===== config.mk =====
export PLATFORM = sky130hd
export DESIGN_NAME = uart_rx_deframer_flat
export DESIGN_NICKNAME = d
export VERILOG_FILES = /design/src/rtl/uart_rx_deframer_if.sv /design/src/rtl/uart_rx_deframer.sv /design/src/flat_wrapper.sv
export SDC_FILE = /design/constraint.sdc
export NUM_CORES = 1
export LEC_CHECK = 0
export BUFFER_PORTS_ARGS = -buffer_cell sky130_fd_sc_hd__buf_2
export CORE_MARGIN = 1
export CORE_UTILIZATION = 56
export CTS_CLUSTER_DIAMETER = 30
export DETAILED_ROUTE_END_ITERATION = 10
export GPL_TIMING_DRIVEN = 0
export PLACE_DENSITY = 0.79
export SETUP_SLACK_MARGIN = 0.4
export SYNTH_ARGS = -nofsm -noshare
export SYNTH_HDL_FRONTEND = slang
export SYNTH_SLANG_ARGS = --single-unit

===== constraint.sdc =====
create_clock -name clk -period 2.3 [get_ports clk]
set_clock_uncertainty 0.1 [all_clocks]
set_input_delay 0 -clock clk [delete_from_list [all_inputs] [get_ports clk]]
set_output_delay 0 -clock clk [all_outputs]
set_load 0.005 [all_outputs]

===== src/rtl/uart_rx_deframer_if.sv =====
// Line-side input and byte-side outputs of the UART receiver.
// The deframer takes the master view; the line driver and byte consumer take the slave view.
interface uart_rx_deframer_if;
  logic       rx_in;
  logic [7:0] data_out;
  logic       data_valid;
  logic       frame_err;
  logic       busy;

  modport master (
    input  rx_in,
    output data_out, data_valid, frame_err, busy
  );

  modport slave (
    output rx_in,
    input  data_out, data_valid, frame_err, busy
  );
endinterface


===== src/rtl/uart_rx_deframer.sv =====
// UART receive deframer: 8N1 frames, LSB first, mid-bit sampling of a synchronised line.
// Emits each good byte with a one-cycle strobe and flags a bad stop bit.
module uart_rx_deframer #(
  parameter int CLKS_PER_BIT = 16
) (
  input  logic               clk,
  input  logic               arst_n,
  uart_rx_deframer_if.master rx_bus
);

  localparam int               CNT_W     = $clog2(CLKS_PER_BIT);
  localparam logic [CNT_W-1:0] HALF_LAST = CNT_W'(CLKS_PER_BIT / 2 - 1);
  localparam logic [CNT_W-1:0] FULL_LAST = CNT_W'(CLKS_PER_BIT - 1);

  typedef enum logic [2:0] {
    IDLE,
    START,
    DATA,
    STOP,
    WAIT_HI
  } state_t;

  state_t           state;
  logic             rx_p0;
  logic             rx_s;
  logic [CNT_W-1:0] cnt;
  logic [2:0]       bit_idx;
  logic [7:0]       shift_reg;
  logic [7:0]       data_q;
  logic             data_valid_q;
  logic             frame_err_q;
  logic             busy_q;

  // Two-flop synchroniser; reset to the idle (high) line level
  always_ff @(posedge clk or negedge arst_n) begin
    if (!arst_n) begin
      rx_p0 <= 1'b1;
      rx_s  <= 1'b1;
    end else begin
      rx_p0 <= rx_bus.rx_in;
      rx_s  <= rx_p0;
    end
  end

  always_ff @(posedge clk or negedge arst_n) begin
    if (!arst_n) begin
      state        <= IDLE;
      cnt          <= '0;
      bit_idx      <= '0;
      shift_reg    <= '0;
      data_q       <= '0;
      data_valid_q <= 1'b0;
      frame_err_q  <= 1'b0;
      busy_q       <= 1'b0;
    end else begin
      data_valid_q <= 1'b0;
      frame_err_q  <= 1'b0;
      cnt          <= cnt + 1'b1;
      unique case (state)
        IDLE: begin
          cnt <= '0;
          if (!rx_s) begin
            state  <= START;
            busy_q <= 1'b1;
          end
        end
        START: begin
          // A start bit that is already high again at its midpoint was a glitch
          if (cnt == HALF_LAST) begin
            cnt <= '0;
            if (!rx_s) begin
              state   <= DATA;
              bit_idx <= '0;
            end else begin
              state  <= IDLE;
              busy_q <= 1'b0;
            end
          end
        end
        DATA: begin
          if (cnt == FULL_LAST) begin
            cnt       <= '0;
            shift_reg <= {rx_s, shift_reg[7:1]};
            bit_idx   <= bit_idx + 1'b1;
            if (bit_idx == 3'd7) begin
              state <= STOP;
            end
          end
        end
        STOP: begin
          if (cnt == FULL_LAST) begin
            cnt <= '0;
            if (rx_s) begin
              data_q       <= shift_reg;
              data_valid_q <= 1'b1;
              state        <= IDLE;
              busy_q       <= 1'b0;
            end else begin
              frame_err_q <= 1'b1;
              state       <= WAIT_HI;
            end
          end
        end
        WAIT_HI: begin
          // A held-low (break) line must go high before a new start can be seen
          cnt <= '0;
          if (rx_s) begin
            state  <= IDLE;
            busy_q <= 1'b0;
          end
        end
        default: begin
          cnt    <= '0;
          state  <= IDLE;
          busy_q <= 1'b0;
        end
      endcase
    end
  end

  assign rx_bus.data_out   = data_q;
  assign rx_bus.data_valid = data_valid_q;
  assign rx_bus.frame_err  = frame_err_q;
  assign rx_bus.busy       = busy_q;

endmodule


===== src/flat_wrapper.sv =====
// flat-port wrapper written by rule: the top's interface ports become plain ports
module uart_rx_deframer_flat 
#(
  parameter int CLKS_PER_BIT = 16
)
  (clk, arst_n, rx_bus_rx_in, rx_bus_data_out, rx_bus_data_valid, rx_bus_frame_err, rx_bus_busy);
  uart_rx_deframer_if rx_bus_i ();
  input  logic clk;
  input  logic arst_n;
  input wire logic [$bits(rx_bus_i.rx_in)-1:0] rx_bus_rx_in;
  output wire logic [$bits(rx_bus_i.data_out)-1:0] rx_bus_data_out;
  output wire logic [$bits(rx_bus_i.data_valid)-1:0] rx_bus_data_valid;
  output wire logic [$bits(rx_bus_i.frame_err)-1:0] rx_bus_frame_err;
  output wire logic [$bits(rx_bus_i.busy)-1:0] rx_bus_busy;
  assign rx_bus_i.rx_in = rx_bus_rx_in;
  assign rx_bus_data_out = rx_bus_i.data_out;
  assign rx_bus_data_valid = rx_bus_i.data_valid;
  assign rx_bus_frame_err = rx_bus_i.frame_err;
  assign rx_bus_busy = rx_bus_i.busy;
  uart_rx_deframer #(.CLKS_PER_BIT(CLKS_PER_BIT)) u_core (.clk(clk), .arst_n(arst_n), .rx_bus(rx_bus_i));
endmodule

==> summary by stage, run 1 <==
Global route
The number of antenna violations at the first check in global routing is 0. The via count of the first global-routing pass came to 817. The total routing resource utilization after global routing is 0.2048.

The total overflow reported by the global router is 0. The pin count of the biggest net entering global routing is 32. The first-pass GRT wire length is 3553 um.

Worst setup path
The largest individual stage delay along the critical path comes from the cell sky130_fd_sc_hd__dfrtp_1. Walking the worst path, the cells encountered are ha_2, and3_4, and2b_2, nand4_4, mux2_2. The end of the worst register-to-register path is u_core.rx_bus.data_out[6]. For the worst flop-to-flop path, the logic depth is 5.

The top cell family by delay on the critical path is simple AND/OR/NAND/NOR gates. The critical path required time is 2.41 ns. The startpoint identified for the worst register-to-register timing path is u_core.cnt[0]. The worst path buffer plus inverter count is 0. In this design, the stage delay of the slowest critical-path cell is 0.41 ns. The maximum fanout encountered on the critical timing path is 9. The critical path startpoint category is a register.

The kind of critical path is reg -> reg. The worst setup path is captured at a register. The arrival time of the worst setup path is 1.90 ns. The register-to-register setup slack is 0.51 ns.

Flow run
Max-cap violations in this run came to 0.

Floorplanning
The horizontal die dimension is 50.25 um. The die footprint is 2525 sq um. The core box area is 2212 sq um. The floorplan has 17 rows.

From bottom edge to top edge, the die measures 50.25 um. The number of I/O pins is 14. The initial standard-cell utilization of the core is 0.5894.

Cells and area
0 antenna diodes ended up in the layout. The register area is 778.2 sq um. In the final layout, the share of cells above drive strength 1 is 0.3284. The growth of design area from synthesis to finish is 16.03%. In the layout the commonest cells are sky130_fd_sc_hd__dfrtp_1, sky130_fd_sc_hd__nand2_1, sky130_fd_sc_hd__buf_2, sky130_fd_sc_hd__mux2_2, sky130_fd_sc_hd__nor2_1. The number of nets in the final layout is 139. The fill cell total of the finished layout is 156. Summing all multi-input logic gate instances after layout gives 490.5 sq um. The most common cell after layout, fill and taps aside is sky130_fd_sc_hd__dfrtp_1.

Yosys
The synthesis warning total is 0. The synthesized netlist occupies a cell area of 1304 sq um. The distinct cell type count of the synthesized netlist is 31. By area the synthesized netlist is led by sky130_fd_sc_hd__dfrtp_1, sky130_fd_sc_hd__mux2_2, sky130_fd_sc_hd__nand2_1. After synthesis, the mean cell area works out to 11.75 sq um. Of the post-synthesis cell area, the dominant cell type holds 0.5566. The post-synth net total is 117. Summed over all instances, the cell type with the most area after synthesis is sky130_fd_sc_hd__dfrtp_1. The synthesized instance count is 111. The register bit count reported by yosys is 31. For this run, the register share of the synthesized area comes to 0.5969.

Detailed routing
The detailed-router iteration count before antenna repair is 4. After detailed routing, the number of remaining DRC violations is 0. Once detail routing completed, the nets flagged for antenna violations numbered 0.

The routed wire length is 1986 um. Dividing the detail-routed wire length by the instance count gives 12.26 um. The final route contains 843 vias. Dividing the detail-routed via count by the number of cells gives 5.204. The number of DRC markers after the initial detailed-route iteration is 28.

Clock tree
Clock-pin slew was measured on the worst setup and hold paths at 0.10 ns. The tree is rooted in a sky130_fd_sc_hd__clkbuf_4. The TritonCTS clock tree is built. No sink is reached through more buffers than the 2 on the longest clock path. The CTS buffer count is 5. The number of levels the H-tree was split into is 2. The clock insertion delay at the later pin of the skew report is 0.33 ns. The clock drives 31 sinks.

STA
Setup violations remaining at the end of the flow were counted as 0. The number of failing hold endpoints at the final stage is 0. The smallest hold slack is 0.1179 ns.

The final critical path time including I/O delays and setup is 1.792 ns. Setup repair after global routing left no endpoint under its margin. The final number of max-transition violations is 0. For the pin with the worst max-slew slack, the measured transition is 0.6565 ns. The final worst-path cycle share is 0.7789.

The worst path meets setup with 0.5085 ns of slack. Derived from the worst setup path, the maximum achievable clock frequency is 558.2 MHz. Setup total negative slack on the finished layout was measured at 0 ns. The remaining max-slew budget at the tightest pin is 0.5623.

Run status
The flow ran to the end, and the final reports show no timing, DRC or antenna violations.

Power
Power spread over the standard cell area amounts to 924.3 nW/um^2. The peak supply drop is 0.0009103 V. The analysis attributes to cell leakage a power of 0.8096 nW.

Placed design
The congestion estimate from routability-driven global placement came to 0.7562. Prior to clock tree synthesis, the placed netlist has a worst setup slack of 0.4504 ns. Detailed placement finished with a half-perimeter wire length of 1374 um. The count of input and output buffers is 13.

Min path
In this run the worst hold path is classified as in -> async.
## cell usage after synthesis, drive strengths merged
cell type	number
nor2	8
xnor2	2
nand2	26
nand4	2
a22o	2
mux2i	1
nor3	1
and3	3
nor2b	1
nand3	3
a211oi	1
inv	2
mux2	9
o2bb2ai	1
a21oi	3
dfrtp	29
and2b	1
nand3b	1
a211o	1
nand2b	1
ha	3
xor2	1
o41a	1
a311oi	1
buf	5
dfstp	2
## cell families after synthesis
kind of cell / Yosys count / share of synthesized area
buffers and inverters: 7 / 0.02879
adder cells (fa/ha/maj): 3 / 0.02879
AO/OA/AOI/OAI: 10 / 0.06046
multiplexers: 10 / 0.08542
XOR/XNOR: 3 / 0.02016
AND/OR/NAND/NOR: 47 / 0.1795
flip-flops: 31 / 0.5969
## timing repair
item	CTS	global route
hold endpoints to repair	30	0
hold buffers	2	0
setup buffers	0	0
gates resized for setup	0	1
setup endpoints to repair	0	8
## area by class of cell
type	instances	share of cell area
Buffer	5	0.01985
Clock buffer	6	0.03391
Clock inverter	2	0.02316
Inverter	2	0.004963
Multi-Input combinational cell	73	0.3242
Sequential cell	31	0.5145
Tap cell	28	0.02316
Timing Repair Buffer	15	0.05624
## worst reg2reg max path, stage by stage, from the launching register on
cell and delay [ns]:
sky130_fd_sc_hd__dfrtp_1 0.41, sky130_fd_sc_hd__ha_2 0.23, sky130_fd_sc_hd__and3_4 0.21, sky130_fd_sc_hd__and2b_2 0.22, sky130_fd_sc_hd__nand4_4 0.16, sky130_fd_sc_hd__mux2_2 0.35
## worst max-delay path by stage
stage | start | end | cells after the start
global placement | u_core.cnt[0] | u_core.rx_bus.data_out[6] | 5
floorplan | u_core.cnt[0] | u_core.rx_bus.data_out[0] | 5
global route | u_core.cnt[0] | u_core.rx_bus.data_out[6] | 5
CTS | u_core.cnt[0] | u_core.rx_bus.data_out[6] | 5
finish | u_core.cnt[0] | u_core.rx_bus.data_out[6] | 5
detailed placement | u_core.cnt[0] | u_core.rx_bus.data_out[2] | 5
## through the flow
step / instances / cell area (sq um) / power [W] / utilization
2_1_floorplan: 111 / 1304 / 0.0008988 / -
3_3_place_gp: 152 / 1404 / 0.0009500 / 0.6346
3_5_place_dp: 152 / 1404 / 0.0009664 / 0.6346
4_1_cts: 162 / 1510 / 0.001411 / 0.6827
5_1_grt: 162 / 1513 / 0.001486 / 0.6838
6_report: 162 / 1513 / 0.001398 / 0.6838
## power breakdown
part / leakage (nW) / internal (W) / switching [W]
Sequential: 0.409 / 0.000612 / 0.0000556
Combinational: 0.353 / 0.000139 / 0.000152
Clock: 0.0482 / 0.000257 / 0.000183
Total: 0.810 / 0.00101 / 0.000391
## metal layers
| layer | up-vias | routed length, um | part of all wire | global-route usage |
|---|---|---|---|---|
| li1 | 418 | - | - | - |
| met1 | 404 | 920 | 0.46 | 0.2339 |
| met2 | 15 | 935 | 0.47 | 0.3178 |
| met3 | 6 | 67 | 0.034 | 0.06364 |
| met4 | 0 | 63 | 0.032 | 0.1571 |
| met5 | - | 0 | 0 | 0 |
No activity file was read; power rests on OpenSTA's default activity.
==> run 2: changes to the inputs <==
Clock period 2.3 ns to 1.8 ns, I/O delays scaled along.
==> run 2 against run 1 <==
Compared with the run above:
- register-to-register slack got worse by 0.45 ns
- combinational power rose by 85%
- final cell count rose by 5.6%
- wire length rose by 38%
- highest routed layer unchanged
==> summary by stage, run 2 (synthesized netlist as in run 1, its figures left out) <==
Floorplanning
The horizontal die dimension is 50.25 um (unchanged). The die footprint came to 2525 sq um (unchanged). The core box area was 2212 sq um (unchanged). The die extent in y is 50.25 um (unchanged).

The standard-cell row count came to 17 (unchanged). The number of I/O pins was 14 (unchanged). The initial standard-cell utilization of the core is 0.5894 (unchanged).

STA
Setup repair after global routing could not meet its margin everywhere. The final worst-path cycle share came to 0.9688 (+0.1898). The final critical path time including I/O delays and setup was 1.744 ns (-0.04773 ns). The number of failing hold endpoints at the final stage is 0 (unchanged).

The remaining max-slew budget at the tightest pin was 0.5573 (-0.004968). The final setup violation count is 0 (unchanged). The highest clock rate was 573.5 MHz (+2.7%).

The slew at the pin closest to its max-slew limit is 0.6640 ns (+0.007452 ns). The final number of max-transition violations was 0 (unchanged). The smallest hold slack is 0.1173 ns (-0.0006470 ns). The setup TNS after final layout is 0 ns (unchanged). The setup slack of the critical path after layout was 0.05622 ns (-0.4523 ns).

Worst setup path
The worst setup path is launched from a register. The critical path required time is 1.91 ns (-0.50 ns). The maximum fanout encountered on the critical timing path was 5 (-4). The worst setup path is of the reg -> reg kind. The delay of the slowest critical-path stage is 0.41 ns (about the same). Traced cell by cell, the critical path runs through ha_4, and3_4, and2b_2, nand4_4, mux2_4. STA classifies the critical path endpoint as a register. The depth of the most critical reg-to-reg path was 5 (unchanged). The cell at the slowest stage of the critical path is sky130_fd_sc_hd__dfrtp_1. The arrival time of the worst setup path is 1.86 ns (-0.04 ns).

Cells and area
The register area is 778.2 sq um (unchanged). The library cell used most frequently in the layout, excluding fill and tap cells, is sky130_fd_sc_hd__dfrtp_1. The fill cell total of the finished layout is 150 (-3.8%). The ratio of cells with drive above 1 in the final layout is 0.4406 (+0.1122). The growth of design area from synthesis to finish is 25.91%. In the layout the commonest cells are sky130_fd_sc_hd__dfrtp_1, sky130_fd_sc_hd__nand2_1, sky130_fd_sc_hd__buf_2, sky130_fd_sc_hd__buf_4, sky130_fd_sc_hd__nor2_1.

The count of placed standard cells in the final layout, fillers left out is 171 (+5.6%). The post-route cell area was 1642 sq um (+8.5%). The number of antenna cells inserted is 0 (unchanged). The number of nets in the final layout is 148 (+6.5%). The multi-input gate area in the final layout came to 580.6 sq um (+18%).

Detailed routing
The per-cell via count in the routed design is 5.515 (+6.0%). The post-detailed-route count of antenna-violating nets is 0 (unchanged). The routed wire length is 2734 um (+38%).

The wire length per cell after detailed routing came to 15.99 um (+30%). The final routed DRC violation total was 0 (unchanged). The number of DRC markers after the initial detailed-route iteration was 19 (-32%). The number of vias after detailed routing is 943 (+12%).

The detailed-router iteration count before antenna repair is 4 (unchanged).

Clock tree
The number of sinks on the clock net is 31 (unchanged). TritonCTS built the clock tree. The clock edge transition at the registers on the reported setup and hold paths was 0.10 ns (about the same).

The number of buffers on the longest clock path is 2 (unchanged). The clock insertion delay at the later pin of the skew report is 0.34 ns (about the same). The cell at the root of the clock tree is sky130_fd_sc_hd__clkbuf_4. The CTS buffer count is 5 (unchanged). The number of levels the H-tree was split into is 2 (unchanged).

Global route
The via count of the first global-routing pass was 940 (+15%). The number of antenna violations at the first check in global routing was 0 (unchanged). The first-pass GRT wire length came to 4416 um (+24%). The total routing resource utilization after global routing is 0.2525 (+0.04762).

The total overflow reported by the global router is 0 (unchanged). The pin count of the biggest net entering global routing is 32 (unchanged).

Power
The peak supply drop is 0.0008976 V (-1.4%). The power per cell area came to 1091 nW/um^2 (+18%). The reported leakage power is 0.8626 nW (+6.5%).

Placed design
The final HPWL from detailed placement is 1475 um (+7.4%). The count of input and output buffers is 13 (unchanged). The placer's final routability congestion estimate was 0.7684 (+1.6%). The placed cell area is 1423 sq um (+1.3%). The worst setup timing slack at the placement stage is 0.04334 ns (-0.4071 ns). The count of placed standard cells including taps is 152 (unchanged).

Run status
The run finished with clean final reports.

Flow run
The number of violations of the max-capacitance limit is 0 (unchanged).

Min path
The worst hold path belongs to the class in -> async.
run 2: cell types whose count changed in the layout (fill, tap and decap cells not counted), moves of 2 or more:
cell,before,now
sky130_fd_sc_hd__buf_2,16,14
sky130_fd_sc_hd__buf_4,2,8
sky130_fd_sc_hd__buf_6,0,3
sky130_fd_sc_hd__clkbuf_1,0,3
sky130_fd_sc_hd__mux2_2,9,4
sky130_fd_sc_hd__mux2_4,0,5
sky130_fd_sc_hd__nand2_1,26,20
sky130_fd_sc_hd__nand2_2,0,6
run 2: power by group:
part / switching [W] / internal (W) / total (W)
clock: 0.000230 / 0.000155 / 0.000385
sequential: 0.0000864 / 0.000782 / 0.000869
combinational: 0.000272 / 0.000264 / 0.000537
run 2: final cells by class:
type / instances / area share
buffer: 5 / 0.02363
clock buffer: 8 / 0.02973
inverter: 2 / 0.004573
multi-input combinational: 74 / 0.3537
sequential: 31 / 0.4741
tap: 28 / 0.02134
timing repair buffer: 23 / 0.09299
run 2: metrics by stage:
step / power, W / utilization
floorplan: 0.001172 / -
global placement: 0.001241 / 0.6431
detailed placement: 0.001278 / 0.6431
CTS: 0.001733 / 0.7195
global route: 0.001899 / 0.7421
finish: 0.001791 / 0.7421
run 2: worst max-delay path: cells and delay by family (launching register included):
family	cells	cell delay [ns]
DFF	1	0.41
muxes	1	0.35
and+or+nand+nor	3	0.61
adders and majority gates	1	0.16
run 2: repair_timing:
action | in CTS | in global routing
gates resized for setup | 13 | 9
pin swaps | 4 | 5
gates cloned | 2 | 0
setup endpoints to repair | 25 | 28
hold buffers | 2 | 0
buffers inserted | 5 | 2
hold endpoints to repair | 32 | 0
run 2: worst paths after layout:
path                            slack [ns]     startpoint                   endpoint
max in group asynchronous             1.04         arst_n        u_core.shift_reg[7]
worst max-delay path                  0.06  u_core.cnt[0]  u_core.rx_bus.data_out[5]
min in group clk                      0.22   rx_bus_rx_in               u_core.rx_p0
worst min-delay path                  0.12         arst_n            u_core.state[0]
worst max register to register        0.06  u_core.cnt[0]  u_core.rx_bus.data_out[5]
worst min register to register        0.26   u_core.rx_p0                u_core.rx_s
run 2: routing by layer:
| layer | GRT usage | part of all wire | vias up | wire length [um] |
|---|---|---|---|---|
| met5 | 0 | 0 | - | 0 |
| met4 | 0.1667 | 0.027 | 0 | 74 |
| met3 | 0.08788 | 0.034 | 7 | 94 |
| met2 | 0.3800 | 0.51 | 20 | 1402 |
| met1 | 0.3047 | 0.42 | 471 | 1161 |
| li1 | - | - | 445 | - |
